===== src/rtl/pipe_hazard_ctrl.sv =====
// pipe_hazard_ctrl: hazard detection, forwarding selection and pipeline-register
// enable control for a 5-stage RISC-V core. Tracks valid/rd/regwrite/memread for
// the EX, MEM and WB stages and derives stall, flush, freeze and forwarding selects
// combinationally from that state plus the ID-stage instruction.
// Optional feature: define PIPE_PERF_CNT_EN to add saturating stall/flush/freeze
// performance counters (ports stall_cnt, flush_cnt, freeze_cnt).
module pipe_hazard_ctrl #(
    parameter int RF_ADDRESS = 5,
    parameter int CNT_W      = 16
) (
    input  logic                  clk,
    input  logic                  reset,
    input  logic                  id_valid,
    input  logic [RF_ADDRESS-1:0] id_rs1,
    input  logic [RF_ADDRESS-1:0] id_rs2,
    input  logic                  id_use_rs1,
    input  logic                  id_use_rs2,
    input  logic [RF_ADDRESS-1:0] id_rd,
    input  logic                  id_regwrite,
    input  logic                  id_memread,
    input  logic                  id_branch,
    input  logic                  id_jump,
    input  logic                  br_taken,
    input  logic                  mem_busy,
    output logic                  pc_en,
    output logic                  ifid_en,
    output logic                  ifid_flush,
    output logic                  idex_en,
    output logic                  idex_bubble,
    output logic                  exmem_en,
    output logic                  memwb_en,
    output logic [1:0]            fwd_id_a,
    output logic [1:0]            fwd_id_b,
    output logic [1:0]            fwd_ex_a,
    output logic [1:0]            fwd_ex_b
`ifdef PIPE_PERF_CNT_EN
    ,
    output logic [CNT_W-1:0]      stall_cnt,
    output logic [CNT_W-1:0]      flush_cnt,
    output logic [CNT_W-1:0]      freeze_cnt
`endif
);

    // EX stage bookkeeping, including the source registers of the EX instruction.
    logic                  ex_v_q, ex_v_d;
    logic [RF_ADDRESS-1:0] ex_rd_q, ex_rd_d;
    logic                  ex_rw_q, ex_rw_d;
    logic                  ex_mr_q, ex_mr_d;
    logic [RF_ADDRESS-1:0] ex_rs1_q, ex_rs1_d;
    logic [RF_ADDRESS-1:0] ex_rs2_q, ex_rs2_d;
    logic                  ex_use1_q, ex_use1_d;
    logic                  ex_use2_q, ex_use2_d;
    // MEM and WB stage bookkeeping.
    logic                  mem_v_q, mem_v_d;
    logic [RF_ADDRESS-1:0] mem_rd_q, mem_rd_d;
    logic                  mem_rw_q, mem_rw_d;
    logic                  mem_mr_q, mem_mr_d;
    logic                  wb_v_q, wb_v_d;
    logic [RF_ADDRESS-1:0] wb_rd_q, wb_rd_d;
    logic                  wb_rw_q, wb_rw_d;

    logic freeze, stall, flush;
    logic ex_hit_a, ex_hit_b, mem_hit_a, mem_hit_b;
    logic exs_mem_hit_a, exs_mem_hit_b, exs_wb_hit_a, exs_wb_hit_b;

    // A stage supplies a source only if it holds a live, non-x0 register write to it.
    function automatic logic src_hit(input logic                  v,
                                     input logic                  rw,
                                     input logic [RF_ADDRESS-1:0] rd,
                                     input logic [RF_ADDRESS-1:0] src,
                                     input logic                  en);
        return v & rw & (rd != '0) & (rd == src) & en;
    endfunction

    // Producer matches for the ID sources (EX, MEM) and the EX sources (MEM, WB).
    always_comb begin
        ex_hit_a      = src_hit(ex_v_q,  ex_rw_q,  ex_rd_q,  id_rs1,   id_use_rs1);
        ex_hit_b      = src_hit(ex_v_q,  ex_rw_q,  ex_rd_q,  id_rs2,   id_use_rs2);
        mem_hit_a     = src_hit(mem_v_q, mem_rw_q, mem_rd_q, id_rs1,   id_use_rs1);
        mem_hit_b     = src_hit(mem_v_q, mem_rw_q, mem_rd_q, id_rs2,   id_use_rs2);
        exs_mem_hit_a = src_hit(mem_v_q, mem_rw_q, mem_rd_q, ex_rs1_q, ex_use1_q);
        exs_mem_hit_b = src_hit(mem_v_q, mem_rw_q, mem_rd_q, ex_rs2_q, ex_use2_q);
        exs_wb_hit_a  = src_hit(wb_v_q,  wb_rw_q,  wb_rd_q,  ex_rs1_q, ex_use1_q);
        exs_wb_hit_b  = src_hit(wb_v_q,  wb_rw_q,  wb_rd_q,  ex_rs2_q, ex_use2_q);
    end

    // Hazard classification with freeze > stall > flush; reset masks all three.
    always_comb begin
        freeze = reset & mem_busy;
        stall  = reset & ~freeze & id_valid &
                 ((ex_mr_q & (ex_hit_a | ex_hit_b)) | (id_branch & (ex_hit_a | ex_hit_b)));
        flush  = reset & ~freeze & ~stall & id_valid & (id_jump | (id_branch & br_taken));
    end

    // Pipeline-register enables, bubble and flush.
    always_comb begin
        pc_en       = ~freeze & ~stall;
        ifid_en     = ~freeze & ~stall;
        ifid_flush  = flush;
        idex_en     = ~freeze;
        idex_bubble = stall;
        exmem_en    = ~freeze;
        memwb_en    = ~freeze;
    end

    // Forwarding selects for the ID comparator and the EX ALU operands.
    always_comb begin
        // NOTE: every output gets a default first so no path can infer a latch.
        fwd_id_a = 2'b00;
        fwd_id_b = 2'b00;
        fwd_ex_a = 2'b00;
        fwd_ex_b = 2'b00;
        if (ex_hit_a && !ex_mr_q)  fwd_id_a = 2'b10;
        else if (mem_hit_a)        fwd_id_a = mem_mr_q ? 2'b11 : 2'b01;
        if (ex_hit_b && !ex_mr_q)  fwd_id_b = 2'b10;
        else if (mem_hit_b)        fwd_id_b = mem_mr_q ? 2'b11 : 2'b01;
        if (exs_mem_hit_a)         fwd_ex_a = 2'b10;
        else if (exs_wb_hit_a)     fwd_ex_a = 2'b01;
        if (exs_mem_hit_b)         fwd_ex_b = 2'b10;
        else if (exs_wb_hit_b)     fwd_ex_b = 2'b01;
    end

    // Next bookkeeping state: hold while frozen, otherwise shift ID->EX->MEM->WB.
    always_comb begin
        ex_v_d    = ex_v_q;
        ex_rd_d   = ex_rd_q;
        ex_rw_d   = ex_rw_q;
        ex_mr_d   = ex_mr_q;
        ex_rs1_d  = ex_rs1_q;
        ex_rs2_d  = ex_rs2_q;
        ex_use1_d = ex_use1_q;
        ex_use2_d = ex_use2_q;
        mem_v_d   = mem_v_q;
        mem_rd_d  = mem_rd_q;
        mem_rw_d  = mem_rw_q;
        mem_mr_d  = mem_mr_q;
        wb_v_d    = wb_v_q;
        wb_rd_d   = wb_rd_q;
        wb_rw_d   = wb_rw_q;
        if (!freeze) begin
            ex_v_d    = id_valid & ~stall;
            ex_rd_d   = id_rd;
            ex_rw_d   = id_regwrite;
            ex_mr_d   = id_memread;
            ex_rs1_d  = id_rs1;
            ex_rs2_d  = id_rs2;
            // A bubble never requests forwarding.
            ex_use1_d = id_use_rs1 & id_valid & ~stall;
            ex_use2_d = id_use_rs2 & id_valid & ~stall;
            mem_v_d   = ex_v_q;
            mem_rd_d  = ex_rd_q;
            mem_rw_d  = ex_rw_q;
            mem_mr_d  = ex_mr_q;
            wb_v_d    = mem_v_q;
            wb_rd_d   = mem_rd_q;
            wb_rw_d   = mem_rw_q;
        end
    end

    // Stage bookkeeping registers.
    always_ff @(posedge clk or negedge reset) begin
        // NOTE: this state is a handful of flops, so all of it is reset; valid and rd
        // clear asynchronously so no stale producer survives a reset.
        if (!reset) begin
            ex_v_q    <= 1'b0;
            ex_rd_q   <= '0;
            ex_rw_q   <= 1'b0;
            ex_mr_q   <= 1'b0;
            ex_rs1_q  <= '0;
            ex_rs2_q  <= '0;
            ex_use1_q <= 1'b0;
            ex_use2_q <= 1'b0;
            mem_v_q   <= 1'b0;
            mem_rd_q  <= '0;
            mem_rw_q  <= 1'b0;
            mem_mr_q  <= 1'b0;
            wb_v_q    <= 1'b0;
            wb_rd_q   <= '0;
            wb_rw_q   <= 1'b0;
        end else begin
            // NOTE: non-blocking assignments so every register samples pre-edge values.
            ex_v_q    <= ex_v_d;
            ex_rd_q   <= ex_rd_d;
            ex_rw_q   <= ex_rw_d;
            ex_mr_q   <= ex_mr_d;
            ex_rs1_q  <= ex_rs1_d;
            ex_rs2_q  <= ex_rs2_d;
            ex_use1_q <= ex_use1_d;
            ex_use2_q <= ex_use2_d;
            mem_v_q   <= mem_v_d;
            mem_rd_q  <= mem_rd_d;
            mem_rw_q  <= mem_rw_d;
            mem_mr_q  <= mem_mr_d;
            wb_v_q    <= wb_v_d;
            wb_rd_q   <= wb_rd_d;
            wb_rw_q   <= wb_rw_d;
        end
    end

`ifdef PIPE_PERF_CNT_EN
    logic [CNT_W-1:0] stall_cnt_q, flush_cnt_q, freeze_cnt_q;

    // Saturating event counters, one increment per cycle of each condition.
    always_ff @(posedge clk or negedge reset) begin
        if (!reset) begin
            stall_cnt_q  <= '0;
            flush_cnt_q  <= '0;
            freeze_cnt_q <= '0;
        end else begin
            if (stall  && (stall_cnt_q  != '1)) stall_cnt_q  <= stall_cnt_q  + CNT_W'(1);
            if (flush  && (flush_cnt_q  != '1)) flush_cnt_q  <= flush_cnt_q  + CNT_W'(1);
            if (freeze && (freeze_cnt_q != '1)) freeze_cnt_q <= freeze_cnt_q + CNT_W'(1);
        end
    end

    assign stall_cnt  = stall_cnt_q;
    assign flush_cnt  = flush_cnt_q;
    assign freeze_cnt = freeze_cnt_q;
`endif

endmodule


===== config.mk =====
export PLATFORM = sky130hd
export DESIGN_NAME = pipe_hazard_ctrl
export DESIGN_NICKNAME = d
export VERILOG_FILES = /design/src/rtl/pipe_hazard_ctrl.sv
export SDC_FILE = /design/constraint.sdc
export NUM_CORES = 1
export LEC_CHECK = 0
export CORE_MARGIN = 1
export CORE_UTILIZATION = 50
export DETAILED_ROUTE_END_ITERATION = 7
export GPL_TIMING_DRIVEN = 0
export PLACE_DENSITY = 0.89
export SLEW_MARGIN = 10
export SYNTH_ARGS = -nofsm -noshare
export SYNTH_HDL_FRONTEND = slang
export SYNTH_SLANG_ARGS = --single-unit

===== constraint.sdc =====
create_clock -name clk -period 1.95 [get_ports clk]
set_input_delay 0.2925 -clock clk [delete_from_list [all_inputs] [get_ports clk]]
set_output_delay 0.2925 -clock clk [all_outputs]
set_load 0.01 [all_outputs]

==> flow_summary.ini <==
[final_layout]
ff_latch_area_um2 = 882
num-nets-final = 274
area_growth_pct = 44.4
final_cell_mix = mux2_2, dfrtp_1, clkdlybuf4s50_1
final_cell_count_no_fill = 297
antenna_cells = 0
drive_gt1_frac = 0.442
multi_input_area_mm2 = 0.00117
n_fill_cell = 232
mostFrequentLayoutCell = mux2_2

[grt]
grtUsageTotal = 0.312
first_global_vias = 1767
globalRouteOverflowTotal = 0
grt_pass1_wl_um = 9460
antenna_found_initial = 0
grt_max_degree = 15

[clock_tree]
cts_tree = done
h-tree-depth = 2
cts.sinks = 35
clk_pin_slew_ns = 0.07
cts_root_buf = clkbuf_8
cts_buffers = 5
clkLatencyLatePin_ns = 0.30
clockBufferDepth = 2

[timing]
rsz0062_at_grt = yes
fin_skew_ns = 0.00375
setup_slack_ns = -0.601
fmax_mhz = 392
finalHoldViolCount = 0
finalMaxSlewViolations = 0
timing.final.crit_period_ns = 2.55
tightest_slew_ns = 0.673
setup_tns_ns = -5.13
fin_crit_sh = 1.31
slew_headroom = 0.551
finalSetupViolCount = 12

[floorplanning]
die_w_um = 65.4
fp.dieArea_mm2 = 0.00427
io_pins = 41
die_h_um = 65.4
start_util = 0.536
num_rows = 22
placeableCoreArea_mm2 = 0.00374

[pwr]
power_frac_clock = 0.259
leakage_uw = 0.00122
switching_power_uw = 620
switching_share = 0.313
ir_drop_mv = 0.607
seq_power_share = 0.459
p_per_area_mw_per_mm2 = 682
power.internal_uw = 1360
p_total_uw = 1980
combPwrFrac = 0.281

[worst_setup_path]
path_class = flip-flop to primary output
crit_path_end_kind = primary output
crit_path_max_fanout = 4
arrival_ns = 2.26
required_ns = 1.66
r2r_slack_ns = 0.04
critPathLaunchType = flip-flop

[routing]
drcViolationCount = 0
routed_via_density = 5.91
wl_um = 6390
antenna_left = 0
routedWlPerCell_um = 21.5
drt_pass1_iterations = 4
first_iter_violations = 97
vias = 1755

[status]
outcome = complete, but fails checks
violations = setup timing

[logic_synthesis]
synthCells = 179
synthTopCellsByArea = dfrtp_1, mux2_2, xnor2_1
syn_nets = 205
synth-seq-area-share = 0.436
synthArstFlopShare = 1.00
yosys_warnings = 0
avgSynthCellArea_um2 = 11.2
synth_edf_count = 0
syn_area_mm2 = 0.00201
ys.flop_type = dfrtp_1
synth_top_area_frac = 0.436
synth_top_cell_by_area = dfrtp_1
ys_types = 33
ys_ff_latch = 35

[placement]
dp_slack_ns = -0.961
place_hpwl_um = 3340
portBuffers = 40
dp.cells = 268
gp_routability_congestion = 0.789

[job]
max-cap-violations = 0

[hold_path]
hold_class = primary input to asynchronous set/reset pin
Yosys cell counts, types with 2 or more instances:
cell type and number:
dfrtp_1 35, mux2_2 32, xnor2_1 20, xor2_1 20
nand2_1 8, nor2_1 7, nor4_1 7, buf_4 5
nand4_1 5, nor3_1 5, buf_2 4, a21oi_1 3
clkbuf_1 3, nand3_1 3, a21o_1 2, o31ai_1 2
or4_1 2
state kept, by name, summed over array words and instances, names as in the netlist, 5 cells and up:
register / flops
mem_rd_q: 5
ex_rs1_q: 5
ex_rs2_q: 5
wb_rd_q: 5
ex_rd_q: 5
worst max-delay path, stage by stage (launching register included):
cell,delay (ns)
dfrtp_2,0.44
xor2_1,0.20
nor4_2,0.43
nand3_2,0.19
a211oi_2,0.29
o21ai_1,0.15
buf_4,0.16
buf_6,0.11
final timing paths:
path / from / endpoint / cells after the start
worst max register to register: ex_rd_q[3] / ex_v_q / 7
worst max-delay path: ex_rd_q[3] / pc_en / 7
min in group clk: mem_busy / ex_use2_q / 2
worst min-delay path: reset / wb_rd_q[3] / 2
worst min register to register: wb_rw_q / wb_rw_q / 1
max in group asynchronous: reset / mem_rd_q[1] / 2
per-stage QoR:
| stage | cell area, µm² | hold WS [ns] | utilization |
|---|---|---|---|
| 2_1_floorplan | 2010 | -0.00309 | - |
| 3_3_place_gp | 2470 | 0.500 | 0.659 |
| 3_5_place_dp | 2480 | 0.207 | 0.663 |
| 4_1_cts | 2850 | 0.0198 | 0.762 |
| 5_1_grt | 2900 | 0.0155 | 0.775 |
| 6_report | 2900 | 0.0188 | 0.775 |
logic make-up (layout without fill, tap and decap cells):
kind of cell	count (synthesis)	count (layout)	synth area share
compound gates	13	13	0.0486
xor+xnor	40	40	0.174
buf+inv	15	85	0.0436
flops	35	35	0.436
mux	32	32	0.179
simple gates	44	44	0.118
routing by layer:
layer  share of wire  global-route usage
met4           0.052               0.152
met3           0.062              0.0781
met1            0.38               0.363
met5               0                   0
met2            0.51               0.531
layout make-up:
class	count	area share
repair buffers	65	0.214
plain buffers	10	0.0263
flip-flops and latches	35	0.304
clock inverters	1	0.00173
well taps	48	0.0207
clock buffers	7	0.0263
multi-input cells	129	0.403
inverters	2	0.00431
power by group through the flow:
stage / logic, µW / clock network, µW / registers, µW
after detailed placement: 422 / 0 / 899
after floorplan: 281 / 0 / 874
after CTS: 504 / 512 / 899
final: 556 / 513 / 909
after global placement: 403 / 0 / 896
after global routing: 587 / 557 / 916
what timing repair did:
| action | CTS | global route |
|---|---|---|
| buffers inserted | 19 | 2 |
| endpoints found under the hold margin | 21 | 0 |
| cloned | 1 | 0 |
| hold buffers | 2 | 0 |
| setup endpoints to repair | 15 | 16 |
| pin swaps | 15 | 6 |
| gates resized for setup | 92 | 10 |
(Power assumes the default switching activity.)
==> RTL change 1 (same flow settings) <==
The parameter `RF_ADDRESS` goes from 5 to 4.
--- a/src/rtl/pipe_hazard_ctrl.sv
+++ b/src/rtl/pipe_hazard_ctrl.sv
@@ -5,7 +5,7 @@
 // Optional feature: define PIPE_PERF_CNT_EN to add saturating stall/flush/freeze
 // performance counters (ports stall_cnt, flush_cnt, freeze_cnt).
 module pipe_hazard_ctrl #(
-    parameter int RF_ADDRESS = 5,
+    parameter int RF_ADDRESS = 4,
     parameter int CNT_W      = 16
 ) (
     input  logic                  clk,
Interface: changed (resized id_rd, id_rs1 and id_rs2); port bits go from 41 to 38. The function was not compared with the original's and may differ.
==> RTL change 1 against the unedited design <==
The flow still finishes with violations (setup timing). Area after synthesis shrank 14%. Total power decreased by 17%. Final area shrank 15%. Combinational power decreased by 14%. Utilization up 0.13 points. Setup slack better by 190 ps. Via count is 14% lower. Non-clock buffer count down 7. Clock power shrank 22%. Routed wire length decreased by 21%. Sequential cell count is 5 lower. First-iteration DRC count is 51% lower. Critical path type unchanged. Largest power group unchanged. Highest routed layer unchanged.
==> RTL change 1: results (changes against the unedited design) <==
metric	value	unit	change
Area contributors post-synth	dfrtp_1, mux2_2, xor2_1, xnor2_1, buf_4		was dfrtp_1, mux2_2, xnor2_1, xor2_1, nor4_1
commonest cells in the netlist	dfrtp_1, mux2_2, xor2_1		was dfrtp_1, mux2_2, xnor2_1, xor2_1, nand2_1
fillcell total	191		was 232
outcome	finished with violations		unchanged
clock skew	7.355	ps	was 3.750 ps
Compound-Gate Fraction of Synth Area	4.338	%	was 4.860%
count of input and output buffers	37		was 40
hpwl dp	3086	µm	was 3336 µm
Static Leak	0.001065	µW	was 0.001224 µW
failing checks	setup timing		unchanged
DRT iter0 DRCs	48		was 97
Sw Share	31.58	%	was 31.33%
Post-Place Worst Slack	-843.7	ps	was -961.4 ps
final setup TNS	-3764	ps	was -5134 ps
Setup Viol. Count Final	12		unchanged
Clk Latency, worst-skew pair	340	ps	was 300 ps
sequential-to-total area share from yosys stat	43.38	%	was 43.61%
fin worst setup slack	-409.1	ps	was -601.4 ps
wire length per cell	19.27	µm	was 21.53 µm
GPL Wtd Cong	0.8010		was 0.7889
layout cells sized above 1	44.75	%	was 44.18%
CTS clk-pin slew, worst paths	90	ps	was 70 ps
first-pass GRT wire length	7534	µm	was 9459 µm
post-synthesis xor/xnor area fraction	16.20	%	was 17.45%
Vias/cell	5.734		was 5.909
Final #Nets	241		was 274
Worst Path Arrival	2070	ps	was 2260 ps
post-synthesis mux area share	17.57	%	was 17.94%
Synth cell types	29		was 33
CTS Root Cell	clkbuf_4		was clkbuf_8
RTL change 1: repair_timing:
item                                    in CTS  in global routing
hold endpoints to repair                    30                  0
setup buffers                               13                  6
hold buffers                                 2                  0
pin swaps                                   18                  8
endpoints found under the setup margin      15                 12
gates resized for setup                     82                  7
RTL change 1: area by class of cell:
class / count / share of cell area [%]
well taps: 44 / 2.232
repair buffers: 58 / 20.50
multi-input cells: 112 / 40.89
clock inverters: 1 / 0.2029
flip-flops and latches: 30 / 30.54
inverters: 1 / 0.1522
clock buffers: 7 / 2.232
plain buffers: 10 / 3.247
RTL change 1: worst paths after layout:
path,startpoint,end,slack [ps],cells after the start
hold / removal,reset,ex_use2_q$_DFFE_PN0N_,360,4
hold reg to reg,wb_v_q$_DFFE_PN0N_,wb_v_q$_DFFE_PN0N_,520,1
setup / recovery,mem_rd_q[0]$_DFFE_PN0N_,fwd_id_a[1],-410,7
max in group asynchronous,reset,ex_rd_q[3]$_DFFE_PN0N_,1240,3
min in group asynchronous,reset,ex_rs2_q[2]$_DFFE_PN0N_,520,3
setup reg to reg,ex_rd_q[0]$_DFFE_PN0N_,ex_use2_q$_DFFE_PN0N_,150,7
RTL change 1: routing by layer:
metal / wire length, µm / part of all wire, % / vias to the layer above / track usage, %
li1: - / - / 660 / -
met1: 1917 / 38 / 745 / 34.07
met2: 2644 / 52 / 81 / 52.12
met3: 308 / 6.1 / 22 / 7.036
met4: 197 / 3.9 / 0 / 14.61
met5: 0 / 0 / - / 0
RTL change 1: power by group through the flow:
stage | logic, µW | registers [µW] | clock network, µW
floorplan | 238 | 748 | 0
global placement | 349 | 764 | 0
detailed placement | 367 | 770 | 0
CTS | 447 | 759 | 393
global route | 509 | 778 | 420
finish | 478 | 770 | 399
RTL change 1: logic make-up after synthesis:
group           count (synthesis)
buf+inv                        13
simple gates                   43
mux                            27
compound gates                 10
flops                          30
xor+xnor                       32
RTL change 1: worst max-delay path, cell delays in order, from the launching register on:
cell,delay [ps]
dfrtp_1,400
buf_6,130
or4_4,500
nand3_4,110
nor4_4,40
and3_4,200
a22o_1,220
buf_2,130
RTL change 1: per-stage QoR:
step / std cells / cell area (µm²)
4_1_cts: 259 / 2411
6_report: 263 / 2466
5_1_grt: 263 / 2466
3_3_place_gp: 236 / 2162
2_1_floorplan: 155 / 1737
3_5_place_dp: 236 / 2157
==> RTL change 2 (same settings) <==
Made on the original files. Register the input `id_rs1` before use, cleared by the reset. The logic sees it one clock later. The other inputs are not delayed to match.
--- a/src/rtl/pipe_hazard_ctrl.sv
+++ b/src/rtl/pipe_hazard_ctrl.sv
@@ -41,6 +41,16 @@
 `endif
 );
 
+    logic [RF_ADDRESS-1:0] id_rs1_q;
+
+    always_ff @(posedge clk or negedge reset) begin
+        if (!reset) begin
+            id_rs1_q <= '0;
+        end else begin
+            id_rs1_q <= id_rs1;
+        end
+    end
+
     // EX stage bookkeeping, including the source registers of the EX instruction.
     logic                  ex_v_q, ex_v_d;
     logic [RF_ADDRESS-1:0] ex_rd_q, ex_rd_d;
@@ -74,9 +84,9 @@
 
     // Producer matches for the ID sources (EX, MEM) and the EX sources (MEM, WB).
     always_comb begin
-        ex_hit_a      = src_hit(ex_v_q,  ex_rw_q,  ex_rd_q,  id_rs1,   id_use_rs1);
+        ex_hit_a      = src_hit(ex_v_q,  ex_rw_q,  ex_rd_q,  id_rs1_q,   id_use_rs1);
         ex_hit_b      = src_hit(ex_v_q,  ex_rw_q,  ex_rd_q,  id_rs2,   id_use_rs2);
-        mem_hit_a     = src_hit(mem_v_q, mem_rw_q, mem_rd_q, id_rs1,   id_use_rs1);
+        mem_hit_a     = src_hit(mem_v_q, mem_rw_q, mem_rd_q, id_rs1_q,   id_use_rs1);
         mem_hit_b     = src_hit(mem_v_q, mem_rw_q, mem_rd_q, id_rs2,   id_use_rs2);
         exs_mem_hit_a = src_hit(mem_v_q, mem_rw_q, mem_rd_q, ex_rs1_q, ex_use1_q);
         exs_mem_hit_b = src_hit(mem_v_q, mem_rw_q, mem_rd_q, ex_rs2_q, ex_use2_q);
@@ -142,7 +152,7 @@
             ex_rd_d   = id_rd;
             ex_rw_d   = id_regwrite;
             ex_mr_d   = id_memread;
-            ex_rs1_d  = id_rs1;
+            ex_rs1_d  = id_rs1_q;
             ex_rs2_d  = id_rs2;
             // A bubble never requests forwarding.
             ex_use1_d = id_use_rs1 & id_valid & ~stall;
Function: changed (Yosys sat finds a counterexample within 4 cycles, from zero or initial values and one cycle with reset low).
==> RTL change 2 against the unedited design <==
Area after synthesis up 5.9%. Sequential power up 12%. Final area about the same. Critical endpoint unchanged. Largest power group unchanged. The flow still finishes with violations (setup timing). Setup slack better by 130 ps. Combinational power down 12%. Routed wire length down 21%. Highest routed layer unchanged. Total power up 10%. Largest cell class unchanged. Count of clock-buffer cells in the layout down 1. Hold slack better by 52 ps. Sequential cell count up 5. Sequential share of layout area up 4.4 points. Die area up 5.7%. Critical path type unchanged.
==> RTL change 2: results (changes against the unedited design) <==
metric	value	unit	change
first-pass GRT wire length	7879	µm	was 9459 µm
fin worst setup slack	-466.9	ps	was -601.4 ps
Yosys warnings	0		unchanged
failing checks	setup timing		unchanged
Hold WC Path Type	in2async		unchanged
CTS Root Cell	clkbuf_8		unchanged
final setup TNS	-4187	ps	was -5134 ps
fillcell total	285		was 232
Routed WL	5064	µm	was 6394 µm
worst hold slack	70.53	ps	was 18.78 ps
Static Leak	0.001216	µW	was 0.001224 µW
M1 wire length	2031	µm	was 2399 µm
count of input and output buffers	40		unchanged
Max VDD drop	491.7	µV	was 606.5 µV
clock skew	11.54	ps	was 3.750 ps
gr usage total	24.72	%	was 31.15%
Main synth FF type	dfrtp_1		unchanged
layout cells sized above 1	42.21	%	was 44.18%
worst r2r path cells	6		was 7
dpl cells	273		was 268
WL met3	317	µm	was 397 µm
sequential-to-total area share from yosys stat	47.06	%	was 43.61%
outcome	finished with violations		unchanged
Post-Place Worst Slack	-955.6	ps	was -961.4 ps
hpwl dp	3456	µm	was 3336 µm
wire length per cell	17.22	µm	was 21.53 µm
Synth cell types	29		was 33
Area contributors post-synth	dfrtp_1, mux2_2, xnor2_1, xor2_1, buf_4		was dfrtp_1, mux2_2, xnor2_1, xor2_1, nor4_1
Post-Syn Nets	208		was 205
commonest cells in the netlist	dfrtp_1, mux2_2, xnor2_1, xor2_1		was dfrtp_1, mux2_2, xnor2_1, xor2_1, nand2_1
CTS Buffer Depth	2		unchanged
reg-to-reg slack, setup	100	ps	was 40 ps
initial antenna violation count	0		unchanged
met2 WL	2621	µm	was 3267 µm
DP Area	2611	µm²	was 2484 µm²
Slew headroom	66.09	%	was 55.11%
GPL Wtd Cong	0.8108		was 0.7889
Setup Viol. Count Final	15		was 12
Clk Latency, worst-skew pair	300	ps	about the same
Worst Path Arrival	2120	ps	was 2260 ps
vias post-DR	1626		was 1755
DRT iter0 DRCs	76		was 97
Final Max Slew Viols	0		unchanged
largest net degree at the start of global routing	34		was 15
Mapped Cells	182		was 179
-- RTL change 2: cell types whose count changed in the layout (fill, tap and decap cells not counted), moves of 2 or more --
cell	unedited run	this run
nor3_2	4	2
buf_6	11	6
buf_8	2	0
dfrtp_2	5	8
clkbuf_1	4	2
nor3_1	0	3
buf_2	9	11
dlymetal6s2s_1	2	0
nor4_4	2	0
dfrtp_1	30	32
clkdlybuf4s50_1	21	24
-- RTL change 2: area by class of cell --
cell class | instances | area [µm²] | share of cell area (%)
plain buffers | 8 | 51.30 | 1.767
well taps | 50 | 62.56 | 2.155
repair buffers | 60 | 529.3 | 18.23
flip-flops and latches | 40 | 1011 | 34.83
multi-input cells | 125 | 1122 | 38.66
inverters | 3 | 18.77 | 0.6466
clock inverters | 2 | 35.03 | 1.207
clock buffers | 6 | 72.57 | 2.500
-- RTL change 2: cell families (layout without fill, tap and decap cells) --
logic type | after synthesis | in the layout | share of synthesized area (%)
multiplexers | 32 | 32 | 16.94
XOR/XNOR | 40 | 40 | 16.47
AND/OR/NAND/NOR | 40 | 40 | 9.941
AO/OA/AOI/OAI | 13 | 13 | 5.058
buffers and inverters | 17 | 79 | 4.529
flip-flops | 40 | 40 | 47.06
-- RTL change 2: power by group --
part | switching, µW | total [µW] | internal [µW]
Combinational | 209 | 488 | 279
Clock | 287 | 667 | 380
Sequential | 109 | 1020 | 915
-- RTL change 2: layer usage --
layer	vias to the layer above	GRT usage (%)
met5	-	0
met4	0	10.90
met3	12	7.939
met2	52	39.38
met1	810	30.55
li1	752	-
-- RTL change 2: repair_timing --
item                                   CTS  global route
endpoints found under the hold margin    7             0
resized for setup                       72            12
pin swaps                               17             8
buffers inserted                        11             7
hold buffers                             1             0
setup endpoints to repair               15            18
